==> config.mk <==
export PLATFORM = sky130hd
export DESIGN_NAME = pll_apb_cfg_flat
export DESIGN_NICKNAME = d
export VERILOG_FILES = /design/src/rtl/pll_cfg_pkg.sv /design/src/rtl/pll_apb_cfg_if.sv /design/src/rtl/pll_lock_sync.sv /design/src/rtl/pll_apb_cfg.sv /design/src/flat_wrapper.sv
export SDC_FILE = /design/constraint.sdc
export NUM_CORES = 1
export LEC_CHECK = 0
export CAP_MARGIN = 10
export CORE_ASPECT_RATIO = 0.75
export CORE_MARGIN = 5
export CORE_UTILIZATION = 48
export CTS_BUF_LIST = sky130_fd_sc_hd__clkbuf_2 sky130_fd_sc_hd__clkbuf_4 sky130_fd_sc_hd__clkbuf_8
export CTS_CLUSTER_DIAMETER = 50
export DETAILED_ROUTE_END_ITERATION = 8
export HOLD_SLACK_MARGIN = 0.1
export PLACE_DENSITY = 0.83
export SYNTH_ARGS = -nofsm -noshare
export SYNTH_HDL_FRONTEND = slang
export SYNTH_SLANG_ARGS = --single-unit
==> constraint.sdc <==
create_clock -name apb_clk -period 3.4 [get_ports apb_clk]
set_input_delay 0.51 -clock apb_clk [delete_from_list [all_inputs] [get_ports apb_clk]]
set_output_delay 0.51 -clock apb_clk [all_outputs]
set_load 0.05 [all_outputs]
==> src/rtl/pll_cfg_pkg.sv <==
// Shared types and constants for the PLL APB configuration sequencer.
package pll_cfg_pkg;

  localparam int unsigned ADDR_W            = 5;
  localparam int unsigned DATA_W            = 16;
  localparam int unsigned DEF_READY_TIMEOUT = 255;
  localparam int unsigned DEF_RST_CYCLES    = 16;
  localparam int unsigned DEF_LOCK_TIMEOUT  = 65535;

  typedef enum logic [2:0] {
    IDLE,
    SETUP,
    ACCESS,
    RST_PLL,
    WAIT_LOCK,
    RESP
  } state_t;

  function automatic int unsigned max3(input int unsigned a, input int unsigned b,
                                       input int unsigned c);
    int unsigned m;
    m = (a > b) ? a : b;
    return (m > c) ? m : c;
  endfunction

endpackage

==> src/rtl/pll_apb_cfg_if.sv <==
// Command/response handshake plus APB requester bus of the PLL config block.
interface pll_apb_cfg_if;
  import pll_cfg_pkg::*;

  logic              cmd_valid;
  logic              cmd_ready;
  logic              cmd_write;
  logic [ADDR_W-1:0] cmd_addr;
  logic [DATA_W-1:0] cmd_wdata;
  logic              cmd_commit;

  logic              rsp_valid;
  logic [DATA_W-1:0] rsp_rdata;
  logic              rsp_err;

  logic [ADDR_W-1:0] apb_addr;
  logic              apb_sel;
  logic              apb_en;
  logic              apb_write;
  logic [DATA_W-1:0] apb_wdata;
  logic [DATA_W-1:0] apb_rdata;
  logic              apb_ready;

  modport slave (
    input  cmd_valid, cmd_write, cmd_addr, cmd_wdata, cmd_commit, apb_rdata, apb_ready,
    output cmd_ready, rsp_valid, rsp_rdata, rsp_err,
           apb_addr, apb_sel, apb_en, apb_write, apb_wdata
  );

  modport master (
    output cmd_valid, cmd_write, cmd_addr, cmd_wdata, cmd_commit, apb_rdata, apb_ready,
    input  cmd_ready, rsp_valid, rsp_rdata, rsp_err,
           apb_addr, apb_sel, apb_en, apb_write, apb_wdata
  );

endinterface

==> src/rtl/pll_lock_sync.sv <==
// Two-flop synchronizer bringing the asynchronous PLL lock into the APB clock domain.
module pll_lock_sync (
  input  logic clk,
  input  logic rst_n,
  input  logic async_in,
  output logic sync_out
);

  logic meta;

  always_ff @(posedge clk) begin
    if (!rst_n) begin
      meta     <= 1'b0;
      sync_out <= 1'b0;
    end else begin
      meta     <= async_in;
      sync_out <= meta;
    end
  end

endmodule

==> src/rtl/pll_apb_cfg.sv <==
// Sequences one APB access to the PLL per command, optionally followed by a
// PLL reset pulse and a bounded wait for lock before reporting completion.
module pll_apb_cfg
  import pll_cfg_pkg::*;
#(
  parameter int unsigned READY_TIMEOUT = DEF_READY_TIMEOUT,
  parameter int unsigned RST_CYCLES    = DEF_RST_CYCLES,
  parameter int unsigned LOCK_TIMEOUT  = DEF_LOCK_TIMEOUT
) (
  input  logic          apb_clk,
  input  logic          apb_rst_n,
  pll_apb_cfg_if.slave  bus,
  output logic          pll_rst,
  input  logic          pll_lock
);

  localparam int unsigned CNT_W = $clog2(max3(READY_TIMEOUT, RST_CYCLES, LOCK_TIMEOUT) + 1);

  state_t           state;
  state_t           state_next;
  logic             err_next;
  logic [CNT_W-1:0] cnt;
  logic             commit_q;
  logic             lock_sync;

  pll_lock_sync u_lock_sync (
    .clk      (apb_clk),
    .rst_n    (apb_rst_n),
    .async_in (pll_lock),
    .sync_out (lock_sync)
  );

  always_ff @(posedge apb_clk) begin
    if (!apb_rst_n) state <= IDLE;
    else            state <= state_next;
  end

  always_comb begin
    state_next = state;
    err_next   = 1'b0;
    case (state)
      IDLE:      if (bus.cmd_valid) state_next = SETUP;
      SETUP:     state_next = ACCESS;
      ACCESS: begin
        if (bus.apb_ready) begin
          state_next = commit_q ? RST_PLL : RESP;
        end else if (cnt == CNT_W'(READY_TIMEOUT - 1)) begin
          state_next = RESP;
          err_next   = 1'b1;
        end
      end
      RST_PLL:   if (cnt == CNT_W'(RST_CYCLES - 1)) state_next = WAIT_LOCK;
      WAIT_LOCK: begin
        if (lock_sync) begin
          state_next = RESP;
        end else if (cnt == CNT_W'(LOCK_TIMEOUT - 1)) begin
          state_next = RESP;
          err_next   = 1'b1;
        end
      end
      RESP:      state_next = IDLE;
      default:   state_next = IDLE;
    endcase
  end

  // One counter serves all three timed states; it restarts on every state change.
  always_ff @(posedge apb_clk) begin
    if (!apb_rst_n)              cnt <= '0;
    else if (state_next != state) cnt <= '0;
    else                          cnt <= cnt + CNT_W'(1);
  end

  // Outputs are decoded from the next state so they line up with the state register.
  always_ff @(posedge apb_clk) begin
    if (!apb_rst_n) begin
      bus.cmd_ready <= 1'b1;
      bus.rsp_valid <= 1'b0;
      bus.rsp_rdata <= '0;
      bus.rsp_err   <= 1'b0;
      bus.apb_sel   <= 1'b0;
      bus.apb_en    <= 1'b0;
      bus.apb_write <= 1'b0;
      bus.apb_addr  <= '0;
      bus.apb_wdata <= '0;
      pll_rst       <= 1'b0;
      commit_q      <= 1'b0;
    end else begin
      bus.cmd_ready <= (state_next == IDLE);
      bus.apb_sel   <= (state_next == SETUP) || (state_next == ACCESS);
      bus.apb_en    <= (state_next == ACCESS);
      pll_rst       <= (state_next == RST_PLL);
      bus.rsp_valid <= (state_next == RESP);
      bus.rsp_err   <= (state_next == RESP) && err_next;
      if (state == IDLE && bus.cmd_valid) begin
        bus.apb_addr  <= bus.cmd_addr;
        bus.apb_wdata <= bus.cmd_wdata;
        bus.apb_write <= bus.cmd_write;
        commit_q      <= bus.cmd_write && bus.cmd_commit;
        bus.rsp_rdata <= '0;
      end
      if (state == ACCESS && bus.apb_ready && !bus.apb_write) begin
        bus.rsp_rdata <= bus.apb_rdata;
      end
    end
  end

endmodule

==> src/flat_wrapper.sv <==
// flat-port wrapper written by rule: the top's interface ports become plain ports
module pll_apb_cfg_flat import pll_cfg_pkg::*;
#(
  parameter int unsigned READY_TIMEOUT = DEF_READY_TIMEOUT,
  parameter int unsigned RST_CYCLES    = DEF_RST_CYCLES,
  parameter int unsigned LOCK_TIMEOUT  = DEF_LOCK_TIMEOUT
)
  (apb_clk, apb_rst_n, pll_rst, pll_lock, bus_cmd_valid, bus_cmd_write, bus_cmd_addr, bus_cmd_wdata, bus_cmd_commit, bus_apb_rdata, bus_apb_ready, bus_cmd_ready, bus_rsp_valid, bus_rsp_rdata, bus_rsp_err, bus_apb_addr, bus_apb_sel, bus_apb_en, bus_apb_write, bus_apb_wdata);
  pll_apb_cfg_if bus_i ();
  input  logic apb_clk;
  input  logic apb_rst_n;
  output logic pll_rst;
  input  logic pll_lock;
  input wire logic [$bits(bus_i.cmd_valid)-1:0] bus_cmd_valid;
  input wire logic [$bits(bus_i.cmd_write)-1:0] bus_cmd_write;
  input wire logic [$bits(bus_i.cmd_addr)-1:0] bus_cmd_addr;
  input wire logic [$bits(bus_i.cmd_wdata)-1:0] bus_cmd_wdata;
  input wire logic [$bits(bus_i.cmd_commit)-1:0] bus_cmd_commit;
  input wire logic [$bits(bus_i.apb_rdata)-1:0] bus_apb_rdata;
  input wire logic [$bits(bus_i.apb_ready)-1:0] bus_apb_ready;
  output wire logic [$bits(bus_i.cmd_ready)-1:0] bus_cmd_ready;
  output wire logic [$bits(bus_i.rsp_valid)-1:0] bus_rsp_valid;
  output wire logic [$bits(bus_i.rsp_rdata)-1:0] bus_rsp_rdata;
  output wire logic [$bits(bus_i.rsp_err)-1:0] bus_rsp_err;
  output wire logic [$bits(bus_i.apb_addr)-1:0] bus_apb_addr;
  output wire logic [$bits(bus_i.apb_sel)-1:0] bus_apb_sel;
  output wire logic [$bits(bus_i.apb_en)-1:0] bus_apb_en;
  output wire logic [$bits(bus_i.apb_write)-1:0] bus_apb_write;
  output wire logic [$bits(bus_i.apb_wdata)-1:0] bus_apb_wdata;
  assign bus_i.cmd_valid = bus_cmd_valid;
  assign bus_i.cmd_write = bus_cmd_write;
  assign bus_i.cmd_addr = bus_cmd_addr;
  assign bus_i.cmd_wdata = bus_cmd_wdata;
  assign bus_i.cmd_commit = bus_cmd_commit;
  assign bus_i.apb_rdata = bus_apb_rdata;
  assign bus_i.apb_ready = bus_apb_ready;
  assign bus_cmd_ready = bus_i.cmd_ready;
  assign bus_rsp_valid = bus_i.rsp_valid;
  assign bus_rsp_rdata = bus_i.rsp_rdata;
  assign bus_rsp_err = bus_i.rsp_err;
  assign bus_apb_addr = bus_i.apb_addr;
  assign bus_apb_sel = bus_i.apb_sel;
  assign bus_apb_en = bus_i.apb_en;
  assign bus_apb_write = bus_i.apb_write;
  assign bus_apb_wdata = bus_i.apb_wdata;
  pll_apb_cfg #(.READY_TIMEOUT(READY_TIMEOUT), .RST_CYCLES(RST_CYCLES), .LOCK_TIMEOUT(LOCK_TIMEOUT)) u_core (.apb_clk(apb_clk), .apb_rst_n(apb_rst_n), .bus(bus_i), .pll_rst(pll_rst), .pll_lock(pll_lock));
endmodule
==> flow_summary.yaml <==
run_status:
  outcome: "finished, final reports clean"
grt:
  number_of_global_route_vias_before_repair: 2482
  grt_antenna_before_repair: 0
  global_route.overflow_total: 0
  grt_first_pass_wirelength_um: 11390
  groute.usage.overall_pct: 19.54
  grt_max_degree: 35
yosys:
  synth-edff-count: 0
  synthDominantAreaCellType: "dfxtp_1"
  ys_top_cells_by_area: "dfxtp_1 (48%), a21boi_0 (11%), nand2_1 (9.1%)"
  async_flop_share_pct: 0
  ys.warnings.count: 0
  yosys_register_bits: 66
  post_synth_num_cell_types: 37
  postSynthNetCount: 362
  synth-main-ff-cell: "dfxtp_1"
  post_synth_instance_area_um2: 2733
  postSynthCellCount: 316
  synth-seq-area-share_pct: 48.35
  synthTopCellsByCount: "dfxtp_1 (66), nand2_1 (66), a21boi_0 (39)"
  netlist.area_leader.share_pct: 48.35
  synthesis.area_per_instance_um2: 8.648
worst_setup_path:
  worstPathArrival_ns: 2.82
  path_max_fanout: 16
  type_of_origin_of_the_critical_path: "flop"
  r2r_cells: 5
  timing.critical_path.required_ns: 3.58
  ff2ff_setup_slack_ns: 0.76
  worstSetupEndpointType: "flop"
  path_class: "reg2reg"
cts:
  htree_levels: 3
  tritoncts: "yes"
  cts-buffers-inserted: 9
  max-clock-path-buffers: 2
  clkTransAtPathRegs_ns: 0.07
  ctsHoldBuffers: 0
  postCtsSetupBuffers: 0
  cts.repair.resized: 0
  cts_root_buf: "clkbuf_8"
  numClockSinks: 66
  clock_latency_ns: 0.33
power:
  cell_internal_pwr_mw: 1.292
  switching_power_uw: 511.0
  switching_share_pct: 28.34
  clock_power_share_pct: 34.8
  p_leak_nw: 1.333
  power.density_nw_per_um2: 471.8
  pwr-share-seq_pct: 46.1
  combPwrFrac_pct: 19.0
  vdd_ir_drop_max_uv: 305.8
timing:
  maxSlewHeadroom_pct: 41.55
  clock-skew-final_ns: 0.007325
  final_critical_path_setup_slack_ns: 0.7604
  unrepaired_setup_endpoints_after_global_routing: "no"
  finalMaxSlewViolations: 0
  transition_time_of_the_tightest_slew_check_pin_ns: 0.8768
  setup_viol: 0
  finalCritPeriodShare_pct: 77.64
  hold_viol: 0
  fin_crit_period_ns: 2.640
  fin_setup_tns_ns: 0
  max_freq_ghz: 0.3788
worst_hold_path:
  type_of_the_tightest_min_delay_check: "reg2reg"
  number_of_instances_on_the_worst_hold_path: 1
layout:
  final_net_count: 441
  fillers: 420
  antenna_cells_inserted: 0
  share_of_layout_cells_above_drive_strength_1_pct: 6.000
  syn_to_final_growth_pct: 39.88
run:
  drv.max_cap_violation_count: 0
place:
  place_ws_ns: 0.7791
  dp_wirelength_um: 5013
  io_buffer_count: 87
  place_congestion: 0.9180
floorplan:
  die_h_um: 75.35
  row_cnt: 23
  fp.coreArea_um2: 5439
  die_width_um: 97.13
  io_pins: 88
  initial_core_util_pct: 50.24
  die_area_um2: 7318
route:
  drt_wl_total_um: 6855
  postRouteAntennaNets: 0
  routedWlPerCell_um: 14.43
  route.detailed.drc: 0
  num_vias: 2459
  drt_first_iter_violations: 138
  drt_first_pass_iters: 4
  via_to_cell_ratio: 5.177
-- sequential cells by signal (all words and copies together) (netlist names) --
signal,flops
u_core.bus.apb_sel,1
u_core.bus.apb_write,1
u_core.bus.apb_en,1
u_core.bus.apb_addr,5
u_core.cnt,16
u_core.bus.rsp_rdata,16
u_core.bus.rsp_err,1
u_core.bus.rsp_valid,1
u_core.u_lock_sync.meta,1
u_core.commit_q,1
u_core.u_lock_sync.sync_out,1
u_core.state,3
u_core.bus.apb_wdata,16
u_core.pll_rst,1
u_core.bus.cmd_ready,1
-- critical path: stages, from the launching register on --
cell and delay, ns:
dfxtp_1 0.34, or4_1 0.60, or4_4 0.55, or4_4 0.46, a31oi_4 0.42, nor4_1 0.12
-- power by group through the flow --
stage,registers (mW),clock network [mW],logic (mW)
floorplan,0.942,0,0.118
global placement,0.847,0,0.340
global route,0.836,0.685,0.368
detailed placement,0.849,0,0.344
finish,0.832,0.628,0.343
CTS,0.832,0.648,0.345
-- cell families after synthesis --
logic type	Yosys count	share of synthesized area, %
AO/OA/AOI/OAI	55	15.25
XOR/XNOR	14	4.487
adder cells (fa/ha/maj)	2	0.9156
buffers and inverters	27	4.029
flip-flops	66	48.35
multiplexers	1	0.3663
AND/OR/NAND/NOR	151	26.60
-- per-stage QoR --
stage	utilization [%]	cells	total power [mW]	cell area [um^2]	hold WS, ns
finish	70.28	475	1.803	3822	0.4328
global route	70.28	475	1.889	3822	0.4553
CTS	70.28	475	1.825	3822	0.4332
detailed placement	66.71	459	1.193	3628	0.4185
global placement	66.71	459	1.187	3628	0.4171
floorplan	-	316	1.060	2733	0.4119
-- worst paths after layout --
| path | end | from |
|---|---|---|
| setup / recovery | u_core.cnt[14]$_SDFF_PP0_ | u_core.cnt[13]$_SDFF_PP0_ |
| hold / removal | u_core.u_lock_sync.sync_out$_SDFF_PN0_ | u_core.u_lock_sync.meta$_SDFF_PN0_ |
| setup reg to reg | u_core.cnt[14]$_SDFF_PP0_ | u_core.cnt[13]$_SDFF_PP0_ |
| hold reg to reg | u_core.u_lock_sync.sync_out$_SDFF_PN0_ | u_core.u_lock_sync.meta$_SDFF_PN0_ |
-- layout make-up --
cell class                      instances  area (um^2)  share of cell area (%)
Sequential cell                        66         1321                   34.57
Multi-Input combinational cell        223         1301                   34.04
Timing Repair Buffer                   90        893.4                   23.37
Clock buffer                           11        138.9                   3.633
Tap cell                               75        93.84                   2.455
Clock inverter                          5        55.05                   1.440
Inverter                                5        18.77                  0.4910
-- metal layers --
metal | GRT usage (%) | vias to the layer above | wire length, um
met5 | 0 | - | 0
met2 | 31.88 | 96 | 3035
li1 | - | 1247 | -
met1 | 23.32 | 1104 | 2984
met3 | 8.783 | 12 | 699
met4 | 7.165 | 0 | 136
-- cell usage in the layout, fill, tap and decap left out, types with 3 or more instances in the layout --
cell type	instances
nand4_1	4
inv_1	5
and3_1	3
nor2_1	16
xor2_1	4
clkbuf_8	9
and2_1	4
nor4_1	19
a21oi_1	4
dfxtp_1	66
buf_4	3
o21ai_0	3
or4_1	3
clkdlybuf4s50_1	87
nand3_1	26
xnor2_1	10
a21boi_0	39
or4_4	3
nand2_1	66
Power figures use the tool's default switching activity.
